**src/rtl/accel_spi_pkg.sv**
```systemverilog
// ============================================================================
// Module  : accel_spi_pkg
// Brief   : Register map, command-byte fields and FSM encoding for the
//           accelerometer SPI responder.
// Revision: 1.0 - initial release
// ============================================================================
`default_nettype none

package accel_spi_pkg;

    localparam logic [5:0] ADDR_DEVID       = 6'h00;
    localparam logic [5:0] ADDR_BW_RATE     = 6'h2C;
    localparam logic [5:0] ADDR_POWER_CTL   = 6'h2D;
    localparam logic [5:0] ADDR_INT_SOURCE  = 6'h30;
    localparam logic [5:0] ADDR_DATA_FORMAT = 6'h31;
    localparam logic [5:0] ADDR_DATAX0      = 6'h32;
    localparam logic [5:0] ADDR_DATAX1      = 6'h33;
    localparam logic [5:0] ADDR_DATAY0      = 6'h34;
    localparam logic [5:0] ADDR_DATAY1      = 6'h35;
    localparam logic [5:0] ADDR_DATAZ0      = 6'h36;
    localparam logic [5:0] ADDR_DATAZ1      = 6'h37;

    localparam int CMD_RW_BIT   = 7;
    localparam int CMD_MB_BIT   = 6;
    localparam int CMD_ADDR_MSB = 5;
    localparam int CMD_ADDR_LSB = 0;

    typedef logic [1:0] state_t;

    localparam state_t ST_IDLE = 2'd0;
    localparam state_t ST_CMD  = 2'd1;
    localparam state_t ST_RD   = 2'd2;
    localparam state_t ST_WR   = 2'd3;

    function automatic logic is_data_addr(input logic [5:0] addr);
        return (addr >= ADDR_DATAX0) && (addr <= ADDR_DATAZ1);
    endfunction

endpackage

`default_nettype wire

```
**src/rtl/spi_pin_sync.sv**
```systemverilog
// ============================================================================
// Module  : spi_pin_sync
// Brief   : Synchronises SCLK/MOSI/CS_N into sys_clk and flags SCLK edges.
// Revision: 1.0 - initial release
// ============================================================================
`default_nettype none

module spi_pin_sync #(
    parameter int SYNC_STAGES = 2
) (
    input  logic sys_clk,
    input  logic reset,
    input  logic spi_sclk,
    input  logic spi_cs,
    input  logic spi_mosi,
    output logic sclk_rise,
    output logic sclk_fall,
    output logic cs_active,
    output logic mosi_s
);

    logic [SYNC_STAGES-1:0] sclk_sync_q;
    logic [SYNC_STAGES-1:0] cs_sync_q;
    logic [SYNC_STAGES-1:0] mosi_sync_q;
    logic                   sclk_prev_q;
    logic                   sclk_s;

    // SCLK and CS_N reset to their idle-high levels so no phantom edge appears.
    generate
        if (SYNC_STAGES > 1) begin : g_multi_stage
            always_ff @(posedge sys_clk) begin
                if (reset) begin
                    sclk_sync_q <= '1;
                    cs_sync_q   <= '1;
                    mosi_sync_q <= '0;
                end else begin
                    sclk_sync_q <= {sclk_sync_q[SYNC_STAGES-2:0], spi_sclk};
                    cs_sync_q   <= {cs_sync_q[SYNC_STAGES-2:0], spi_cs};
                    mosi_sync_q <= {mosi_sync_q[SYNC_STAGES-2:0], spi_mosi};
                end
            end
        end else begin : g_single_stage
            always_ff @(posedge sys_clk) begin
                if (reset) begin
                    sclk_sync_q <= '1;
                    cs_sync_q   <= '1;
                    mosi_sync_q <= '0;
                end else begin
                    sclk_sync_q <= spi_sclk;
                    cs_sync_q   <= spi_cs;
                    mosi_sync_q <= spi_mosi;
                end
            end
        end
    endgenerate

    assign sclk_s = sclk_sync_q[SYNC_STAGES-1];

    always_ff @(posedge sys_clk) begin
        if (reset) begin
            sclk_prev_q <= 1'b1;
        end else begin
            sclk_prev_q <= sclk_s;
        end
    end

    assign sclk_rise = sclk_s & ~sclk_prev_q;
    assign sclk_fall = ~sclk_s & sclk_prev_q;
    assign cs_active = ~cs_sync_q[SYNC_STAGES-1];
    assign mosi_s    = mosi_sync_q[SYNC_STAGES-1];

endmodule

`default_nettype wire

```
**src/rtl/accel_spi_responder.sv**
```systemverilog
// ============================================================================
// Module  : accel_spi_responder
// Brief   : SPI mode-3 slave emulating an ADXL345-style accelerometer.
// Revision: 1.0 - initial release
// ============================================================================
`default_nettype none

module accel_spi_responder
    import accel_spi_pkg::*;
#(
    parameter logic [7:0] DEVID       = 8'hE5,
    parameter int         SYNC_STAGES = 2,
    parameter logic [7:0] BW_RATE_RST = 8'h0A
) (
    input  logic        sys_clk,
    input  logic        reset,
    input  logic        spi_sclk,
    input  logic        spi_cs,
    input  logic        spi_mosi,
    output logic        spi_miso,
    output logic        spi_miso_oe,
    input  logic [15:0] x_sample,
    input  logic [15:0] y_sample,
    input  logic [15:0] z_sample,
    input  logic        sample_valid,
    output logic        data_ready,
    output logic        measure_en,
    output logic [7:0]  data_format,
    output logic [7:0]  bw_rate
);

    logic sclk_rise;
    logic sclk_fall;
    logic cs_active;
    logic mosi_s;

    spi_pin_sync #(
        .SYNC_STAGES (SYNC_STAGES)
    ) u_pin_sync (
        .sys_clk   (sys_clk),
        .reset     (reset),
        .spi_sclk  (spi_sclk),
        .spi_cs    (spi_cs),
        .spi_mosi  (spi_mosi),
        .sclk_rise (sclk_rise),
        .sclk_fall (sclk_fall),
        .cs_active (cs_active),
        .mosi_s    (mosi_s)
    );

    state_t      state_q,       state_d;
    logic [2:0]  bit_cnt_q,     bit_cnt_d;
    logic [6:0]  shreg_q,       shreg_d;
    logic [6:0]  tx_q,          tx_d;
    logic [5:0]  addr_q,        addr_d;
    logic        mb_q,          mb_d;
    logic        shadow_use_q,  shadow_use_d;
    logic        data_rd_q,     data_rd_d;
    logic        miso_q,        miso_d;
    logic        oe_q,          oe_d;
    logic [7:0]  bw_rate_q,     bw_rate_d;
    logic [5:0]  power_ctl_q,   power_ctl_d;
    logic [7:0]  data_format_q, data_format_d;
    logic [47:0] hold_q,        hold_d;
    logic [47:0] shadow_q,      shadow_d;
    logic        data_ready_q,  data_ready_d;
    logic        overrun_q,     overrun_d;

    logic [7:0]  rx_byte;
    logic [7:0]  rd_byte;
    logic [47:0] data_src;
    logic        frame_clear;

    assign rx_byte  = {shreg_q, mosi_s};
    assign data_src = shadow_use_q ? shadow_q : hold_q;

    // Byte layout of hold/shadow: [7:0]=X0 ... [47:40]=Z1, matching 0x32..0x37.
    always_comb begin
        rd_byte = 8'h00;
        case (addr_q)
            ADDR_DEVID:       rd_byte = DEVID;
            ADDR_BW_RATE:     rd_byte = bw_rate_q;
            ADDR_POWER_CTL:   rd_byte = {2'b00, power_ctl_q};
            ADDR_INT_SOURCE:  rd_byte = {data_ready_q, 6'b000000, overrun_q};
            ADDR_DATA_FORMAT: rd_byte = data_format_q;
            ADDR_DATAX0:      rd_byte = data_src[7:0];
            ADDR_DATAX1:      rd_byte = data_src[15:8];
            ADDR_DATAY0:      rd_byte = data_src[23:16];
            ADDR_DATAY1:      rd_byte = data_src[31:24];
            ADDR_DATAZ0:      rd_byte = data_src[39:32];
            ADDR_DATAZ1:      rd_byte = data_src[47:40];
            default:          rd_byte = 8'h00;
        endcase
    end

    always_comb begin
        state_d       = state_q;
        bit_cnt_d     = bit_cnt_q;
        shreg_d       = shreg_q;
        tx_d          = tx_q;
        addr_d        = addr_q;
        mb_d          = mb_q;
        shadow_use_d  = shadow_use_q;
        data_rd_d     = data_rd_q;
        miso_d        = miso_q;
        oe_d          = oe_q;
        bw_rate_d     = bw_rate_q;
        power_ctl_d   = power_ctl_q;
        data_format_d = data_format_q;
        hold_d        = hold_q;
        shadow_d      = shadow_q;
        data_ready_d  = data_ready_q;
        overrun_d     = overrun_q;
        frame_clear   = 1'b0;

        if (!cs_active) begin
            // Any in-flight partial byte is simply dropped here.
            frame_clear  = (state_q != ST_IDLE) && data_rd_q;
            state_d      = ST_IDLE;
            bit_cnt_d    = 3'd0;
            oe_d         = 1'b0;
            miso_d       = 1'b0;
            data_rd_d    = 1'b0;
            shadow_use_d = 1'b0;
        end else begin
            case (state_q)
                ST_IDLE: begin
                    state_d   = ST_CMD;
                    bit_cnt_d = 3'd0;
                end
                ST_CMD: begin
                    if (sclk_rise) begin
                        shreg_d   = rx_byte[6:0];
                        bit_cnt_d = bit_cnt_q + 3'd1;
                        if (bit_cnt_q == 3'd7) begin
                            addr_d = rx_byte[CMD_ADDR_MSB:CMD_ADDR_LSB];
                            mb_d   = rx_byte[CMD_MB_BIT];
                            if (rx_byte[CMD_RW_BIT]) begin
                                state_d = ST_RD;
                                if (is_data_addr(rx_byte[CMD_ADDR_MSB:CMD_ADDR_LSB])) begin
                                    shadow_d     = hold_q;
                                    shadow_use_d = 1'b1;
                                end
                            end else begin
                                state_d = ST_WR;
                            end
                        end
                    end
                end
                ST_RD: begin
                    if (sclk_fall) begin
                        oe_d = 1'b1;
                        if (bit_cnt_q == 3'd0) begin
                            miso_d = rd_byte[7];
                            tx_d   = rd_byte[6:0];
                        end else begin
                            miso_d = tx_q[6];
                            tx_d   = {tx_q[5:0], 1'b0};
                        end
                    end
                    if (sclk_rise) begin
                        bit_cnt_d = bit_cnt_q + 3'd1;
                        if (bit_cnt_q == 3'd7) begin
                            if (is_data_addr(addr_q)) begin
                                data_rd_d = 1'b1;
                            end
                            if (mb_q) begin
                                addr_d = addr_q + 6'd1;
                            end
                        end
                    end
                end
                ST_WR: begin
                    if (sclk_rise) begin
                        shreg_d   = rx_byte[6:0];
                        bit_cnt_d = bit_cnt_q + 3'd1;
                        if (bit_cnt_q == 3'd7) begin
                            case (addr_q)
                                ADDR_BW_RATE:     bw_rate_d     = rx_byte;
                                ADDR_POWER_CTL:   power_ctl_d   = rx_byte[5:0];
                                ADDR_DATA_FORMAT: data_format_d = rx_byte;
                                default:          ;
                            endcase
                            if (mb_q) begin
                                addr_d = addr_q + 6'd1;
                            end
                        end
                    end
                end
                default: state_d = ST_IDLE;
            endcase
        end

        // A new sample beats a simultaneous end-of-read clear.
        if (sample_valid && power_ctl_q[3]) begin
            hold_d       = {z_sample, y_sample, x_sample};
            data_ready_d = 1'b1;
            overrun_d    = frame_clear ? 1'b0 : (overrun_q | data_ready_q);
        end else if (frame_clear) begin
            data_ready_d = 1'b0;
            overrun_d    = 1'b0;
        end
    end

    always_ff @(posedge sys_clk) begin
        if (reset) begin
            state_q       <= ST_IDLE;
            bit_cnt_q     <= 3'd0;
            shreg_q       <= 7'd0;
            tx_q          <= 7'd0;
            addr_q        <= 6'd0;
            mb_q          <= 1'b0;
            shadow_use_q  <= 1'b0;
            data_rd_q     <= 1'b0;
            miso_q        <= 1'b0;
            oe_q          <= 1'b0;
            bw_rate_q     <= BW_RATE_RST;
            power_ctl_q   <= 6'd0;
            data_format_q <= 8'h00;
            hold_q        <= 48'd0;
            shadow_q      <= 48'd0;
            data_ready_q  <= 1'b0;
            overrun_q     <= 1'b0;
        end else begin
            state_q       <= state_d;
            bit_cnt_q     <= bit_cnt_d;
            shreg_q       <= shreg_d;
            tx_q          <= tx_d;
            addr_q        <= addr_d;
            mb_q          <= mb_d;
            shadow_use_q  <= shadow_use_d;
            data_rd_q     <= data_rd_d;
            miso_q        <= miso_d;
            oe_q          <= oe_d;
            bw_rate_q     <= bw_rate_d;
            power_ctl_q   <= power_ctl_d;
            data_format_q <= data_format_d;
            hold_q        <= hold_d;
            shadow_q      <= shadow_d;
            data_ready_q  <= data_ready_d;
            overrun_q     <= overrun_d;
        end
    end

    assign spi_miso    = miso_q;
    assign spi_miso_oe = oe_q;
    assign data_ready  = data_ready_q;
    assign measure_en  = power_ctl_q[3];
    assign data_format = data_format_q;
    assign bw_rate     = bw_rate_q;

endmodule

`default_nettype wire
```
**config.mk**
```make
export PLATFORM = sky130hd
export DESIGN_NAME = accel_spi_responder
export DESIGN_NICKNAME = d
export VERILOG_FILES = /design/src/rtl/accel_spi_pkg.sv /design/src/rtl/spi_pin_sync.sv /design/src/rtl/accel_spi_responder.sv
export SDC_FILE = /design/constraint.sdc
export NUM_CORES = 1
export LEC_CHECK = 0
export ABC_AREA = 1
export BUFFER_PORTS_ARGS = -buffer_cell sky130_fd_sc_hd__clkbuf_2
export CORE_MARGIN = 2
export CORE_UTILIZATION = 42
export DETAILED_ROUTE_END_ITERATION = 8
export PLACE_DENSITY = 0.65
export SLEW_MARGIN = 15
export SYNTH_ARGS = -nofsm -noshare
export SYNTH_HDL_FRONTEND = slang
export SYNTH_HIERARCHICAL = 1
export SYNTH_SLANG_ARGS = --single-unit
```
**constraint.sdc**
```tcl
create_clock -name sys_clk -period 3.4 [get_ports sys_clk]
set_clock_uncertainty 0.15 [all_clocks]
set_input_delay 0.17 -clock sys_clk [delete_from_list [all_inputs] [get_ports sys_clk]]
set_output_delay 0.17 -clock sys_clk [all_outputs]
set_load 0.05 [all_outputs]
```
# Word level (Yosys, flattened, before mapping)
# Cells that the tools add are included.
[totals]
ff_bits = 157
inputBits = 54
out_inout_bits = 20
elab_cells = 101
[classes]
muxes = 21
n_reduce_logical = 27
order_cmp = 4
addsub = 2
bitwise = 6
eq_ne = 20
[ops]
columns = ["operator", "count"]
rows = [
  ["one-hot mux 8 bit (11 select lines)", 1],
  ["equality test 6 bit, second input constant", 10],
  ["2-to-1 mux 48 bit", 1],
  ["2-to-1 mux 6 bit", 5],
  ["AND reduction 5 bit", 4],
  [">= comparator 6 bit, second input constant", 2],
  ["less-or-equal comparator 6 bit, second input constant", 2],
  ["one-hot mux 6 bit (2 select lines)", 1],
  ["AND reduction 3 bit", 3],
  ["inequality test 2 x 1 -> 1 bit, second input constant", 4],
  ["AND reduction 4 bit", 2],
  ["nonzero test 2 bit", 4],
  ["2-to-1 mux 1 bit", 7],
  ["2-to-1 mux 7 bit", 1],
  ["AND reduction 7 bit", 1],
  ["adder 6 x 1 -> 6 bit, second input constant", 1],
  ["zero test 6 bit", 1],
  ["one-hot mux 3 bit (2 select lines)", 1],
  ["AND reduction 6 bit", 1],
  ["OR reduction 2 bit", 3],
  ["equality test 2 bit, second input constant", 2],
  ["logical AND 1 bit", 4],
  ["2-to-1 mux 2 bit", 2],
  ["inequality test 2 bit, second input constant", 2],
  ["other kinds (12)", 15],
]

# Depth between registers and ports, before layout
[depth]
ltp_word = 5
mapped_depth = 11
depth_no_buf = 10

# Modules after synthesis
# Netlist, hierarchy kept.
[modules_own_cells]
columns = ["mod", "seq_area_each_um2", "area_each_um2", "cells_each", "n_inst"]
rows = [
  ["accel_spi_responder", 3002.9, 6956.7, 995, 1],
  ["spi_pin_sync", 140.1, 214.0, 26, 1],
]

# Worst setup path after synthesis
# OpenSTA, ideal clock, no wires.
[synth_path]
path_type = "reg2reg"
from = "register bit_cnt_q[0]"
to = "register shadow_q[28]"
period_less_slack_ps = 1807
setup_ps = 113
required_time_ps = 3137
stages_incl_launch_ff = 10
setup_slack_ps = 1593
t_arrival_ps = 1544
cell_sequence = "dfxtp_1 > ha_1 > ha_1 > nand4_4 > inv_2 > nand3_4 > buf_6 > buf_6 > o21ai_1 > nor2_1"
[synth_via]
elab_chain_cells = 2
[synth_lines]
columns = ["item", "line", "text"]
rows = [
  ["from (decl)", "accel_spi_responder.sv:52", "logic [2:0] bit_cnt_q, bit_cnt_d;"],
  ["from (signal assigned)", "accel_spi_responder.sv:226", "bit_cnt_q <= bit_cnt_d;"],
  ["equality test 3 bit", "accel_spi_responder.sv:135", "if (bit_cnt_q == 3'd7) begin"],
  ["AND reduction 6 bit (no line)", "-", ""],
  ["to (signal assigned)", "accel_spi_responder.sv:239", "shadow_q <= shadow_d;"],
  ["to (decl)", "accel_spi_responder.sv:65", "logic [47:0] shadow_q, shadow_d;"],
]
# Every way passes these cells.
# A chain may end at the register's enable or synchronous reset.

# Worst setup path after layout
[layout_path]
from = "register u_pin_sync.sclk_sync_q[1]"
to = "register bw_rate_q[1], in the netlist bw_rate[1]"
[layout_via]
elab_chain_cells = 2
[layout_lines]
columns = ["item", "line", "text"]
rows = [
  ["from (decl)", "spi_pin_sync.sv:22", "logic [SYNC_STAGES-1:0] sclk_sync_q;"],
  ["from (signal assigned)", "spi_pin_sync.sv:37", "sclk_sync_q <= {sclk_sync_q[SYNC_STAGES-2:0], spi_sclk};"],
  ["AND 1 bit", "spi_pin_sync.sv:67", "assign sclk_rise = sclk_s & ~sclk_prev_q;"],
  ["net sclk_rise", "accel_spi_responder.sv:32", "logic sclk_rise;"],
  ["AND reduction 5 bit (no line)", "-", ""],
  ["to (signal assigned)", "accel_spi_responder.sv:235", "bw_rate_q <= bw_rate_d;"],
  ["to (decl)", "accel_spi_responder.sv:61", "logic [7:0] bw_rate_q, bw_rate_d;"],
]
# The timed path passes the listed nets, and every way through them passes these cells.

==> results.yml <==
place:
  port_buffers: 73
  placed_area_mm2: 0.00756
  hpwl_um: 12800
  gp_congestion: 0.881
  dp.cells: 1269
floorplan:
  fp.dieW_um: 135
  core_area_mm2: 0.0166
  start_util_pct: 43.1
  io_pins: 74
  rows: 47
  die_h_um: 135
  dieArea_mm2: 0.0181
critical_path:
  critPathBufInv: 3
  path_common_cell: "inv_1"
  crit_arrival_ns: 2.46
  worstPathCellList: "inv_1 > nor2_1 > nand3_2 > inv_2 > nand3_4 > nor2_4 > inv_1 > nand2_1 > o211ai_1"
  critPathTopFamily: "simple AND/OR/NAND/NOR gates"
  worst-path-max-fanout: 13
  crit_path_max_incr_delay_ns: 0.43
  critPathSlowestCell: "nor2_1"
  path_class: "reg2reg"
  crit_path_end_kind: "register"
  worstSetupStartpointType: "register"
  crit_required_ns: 3.53
layout:
  nNetsFinal: 1182
  design_area_mm2: 0.00862
  layout-area-overhead-vs-synth_pct: 20.3
  antenna_cells: 0
  fillers: 1665
  final_util_pct: 51.8
  layout-drive-gt1-share_pct: 13.9
  post_layout_nonfiller_instances: 1354
route:
  dr.pass1.iters: 7
  drt-initial-drc-count: 595
  via_per_inst: 5.02
  vias: 6795
  routedWlPerCell_um: 14.1
  ant_nets: 0
  drc: 0
  routed_wl_um: 19100
timing:
  relSlewSlack_pct: 58.7
  period_minus_slack_ns: 2.33
  setup-tns-final_ns: 0
  hold_viol: 0
  rsz0062_at_grt: "false"
  setup_viol_count_final: 0
  worst_pin_slew_ns: 0.618
  slew_viol_final: 0
  fin_crit_sh_pct: 68.5
  fmax_ghz: 0.429
power_and_ir_drop:
  intPower_uw: 2870
  power_uw: 3710
  switching_share_pct: 22.6
  pwr-share-clk_pct: 46.4
  switching_power_uw: 839
  comb_power_share_pct: 3.9
  p_seq_share_pct: 49.7
  power_leakage_uw: 0.00352
  power_density_mw_per_mm2: 430
  ir_drop_mv: 0.365
logic_synthesis:
  synth_seq_area_share_pct: 43.8
  yosysTopAreaCell: "dfxtp_1"
  synth_fp_nets: 1082
  yosys_warnings: 6
  synth_edf_count: 0
  synth-seq-cells: 157
  synthTopCellsByArea: "dfxtp_1 (44%), nor2_1 (11%), nand2_1 (10%)"
  synth.distinct_cells: 42
  synth_async_sr_flop_share_pct: 0
  syn_avg_cell_area_um2: 7.02
  syn_area_mm2: 0.00717
  synthesis.instances: 1021
  yosysTopAreaCellShare_pct: 43.8
  synth-main-ff-cell: "dfxtp_1"
clock_network:
  cts_tree: "built"
  htreeDepth: 4
  clockRootBuffer: "clkbuf_16"
  cts_sinks: 157
  postCtsResizedCells: 0
  clkTransAtPathRegs_ns: 0.07
  hold_buffers: 53
  clkLatencyLatePin_ns: 0.43
  numCtsBuffers: 17
  cts_setup_buffers: 0
  cts_buffer_depth: 2
grt:
  antenna_found_initial: 0
  grt_use_total_pct: 21.7
  grt_max_degree: 63
  grt_pass1_vias: 6254
  grt_pass1_wl_um: 31300
  gr-total-overflow: 0
flow_run:
  cap_viol_max_count: 0
outcome:
  status: "completed"
min_path:
  worst_hold_path_type: "reg2reg"
## cell usage in the layout, fill, tap and decap left out, drive strengths merged, types with 8 or more instances in the layout
master,instances
o21ai,161
inv,79
a21oi,76
clkbuf,92
nor2,216
buf,8
nand3,45
dlygate4sd3,53
dfxtp,157
nand2,201
## tightest hold or removal path, delay by kind of cell, from the launching register on
family,cells,cell delay (ns)
buffers and inverters,1,0.04
DFF,1,0.30
and+or+nand+nor,1,0.03
## power by group through the flow
stage / registers (µW) / clock network (µW) / logic, µW
6_report: 1850 / 1720 / 143
5_1_grt: 1840 / 1840 / 160
4_1_cts: 1850 / 1750 / 142
3_5_place_dp: 1890 / 0 / 94.1
3_3_place_gp: 1890 / 0 / 94.4
2_1_floorplan: 1890 / 0 / 51.5
## state kept, by name, summed over array words and instances, names as in the netlist, 3 cells and up
name and cells:
addr_q 6, bit_cnt_q 3, bw_rate 8, data_format 8
hold_q 48, power_ctl_q 6, shadow_q 48, shreg_q 7
tx_q 7
## path summary, 6_finish.rpt
kind,startpoint,endpoint,slack [ns],cells past startpoint
setup / recovery,u_pin_sync/sclk_sync_q[1],bw_rate[1],1.07,9
hold / removal,u_pin_sync/mosi_sync_q[0],u_pin_sync/mosi_sync_q[1],0.26,2
setup reg to reg,u_pin_sync/sclk_sync_q[1],bw_rate[1],1.07,9
hold reg to reg,u_pin_sync/mosi_sync_q[0],u_pin_sync/mosi_sync_q[1],0.26,2
## stage by stage
stage	setup WS, ns	hold WS [ns]
floorplan	1.59	0.0891
global placement	1.18	0.197
detailed placement	1.10	0.204
CTS	1.08	0.270
global route	0.767	0.275
finish	1.07	0.256
## Yosys cell counts (3+ instances only)
library cell,count
inv_1,67
nand3_1,42
clkbuf_1,28
nor2_4,5
nand4_1,4
buf_12,3
o21ai_0,142
nor2_1,203
inv_2,10
nand2_2,4
nand2_1,196
nor2_2,8
dfxtp_1,157
ha_1,7
a21boi_0,4
a21oi_1,70
buf_2,10
o21ai_1,19
a21oi_2,5
buf_6,6
buf_1,3
o211ai_1,3
## metal layers
layer	vias to the layer above	routed length, µm	share of wire, %	GRT usage [%]
li1	3498	-	-	-
met1	3100	9350	49	30.4
met2	173	8500	45	33.7
met3	24	931	4.9	5.07
met4	0	293	1.5	5.79
met5	-	0	0	0
## area by class of cell
class                           instances  area, µm²  share of cell area [%]
Inverter                               78        294                    3.41
Tap cell                              220        275                    3.19
Timing Repair Buffer                  134        956                    11.1
Sequential cell                       157       3140                    36.5
Clock inverter                         13       93.8                    1.09
Clock buffer                           19        443                    5.14
Multi-Input combinational cell        733       3420                    39.6
## kinds of logic after synthesis
| kind of cell | synth area share, % |
|---|---|
| fa+ha+maj | 1.22 |
| compound gates | 18.4 |
| simple gates | 27.8 |
| xor+xnor | 0.244 |
| flops | 43.8 |
| buf+inv | 8.55 |
Note: power is estimated with default switching activity, not from simulation.
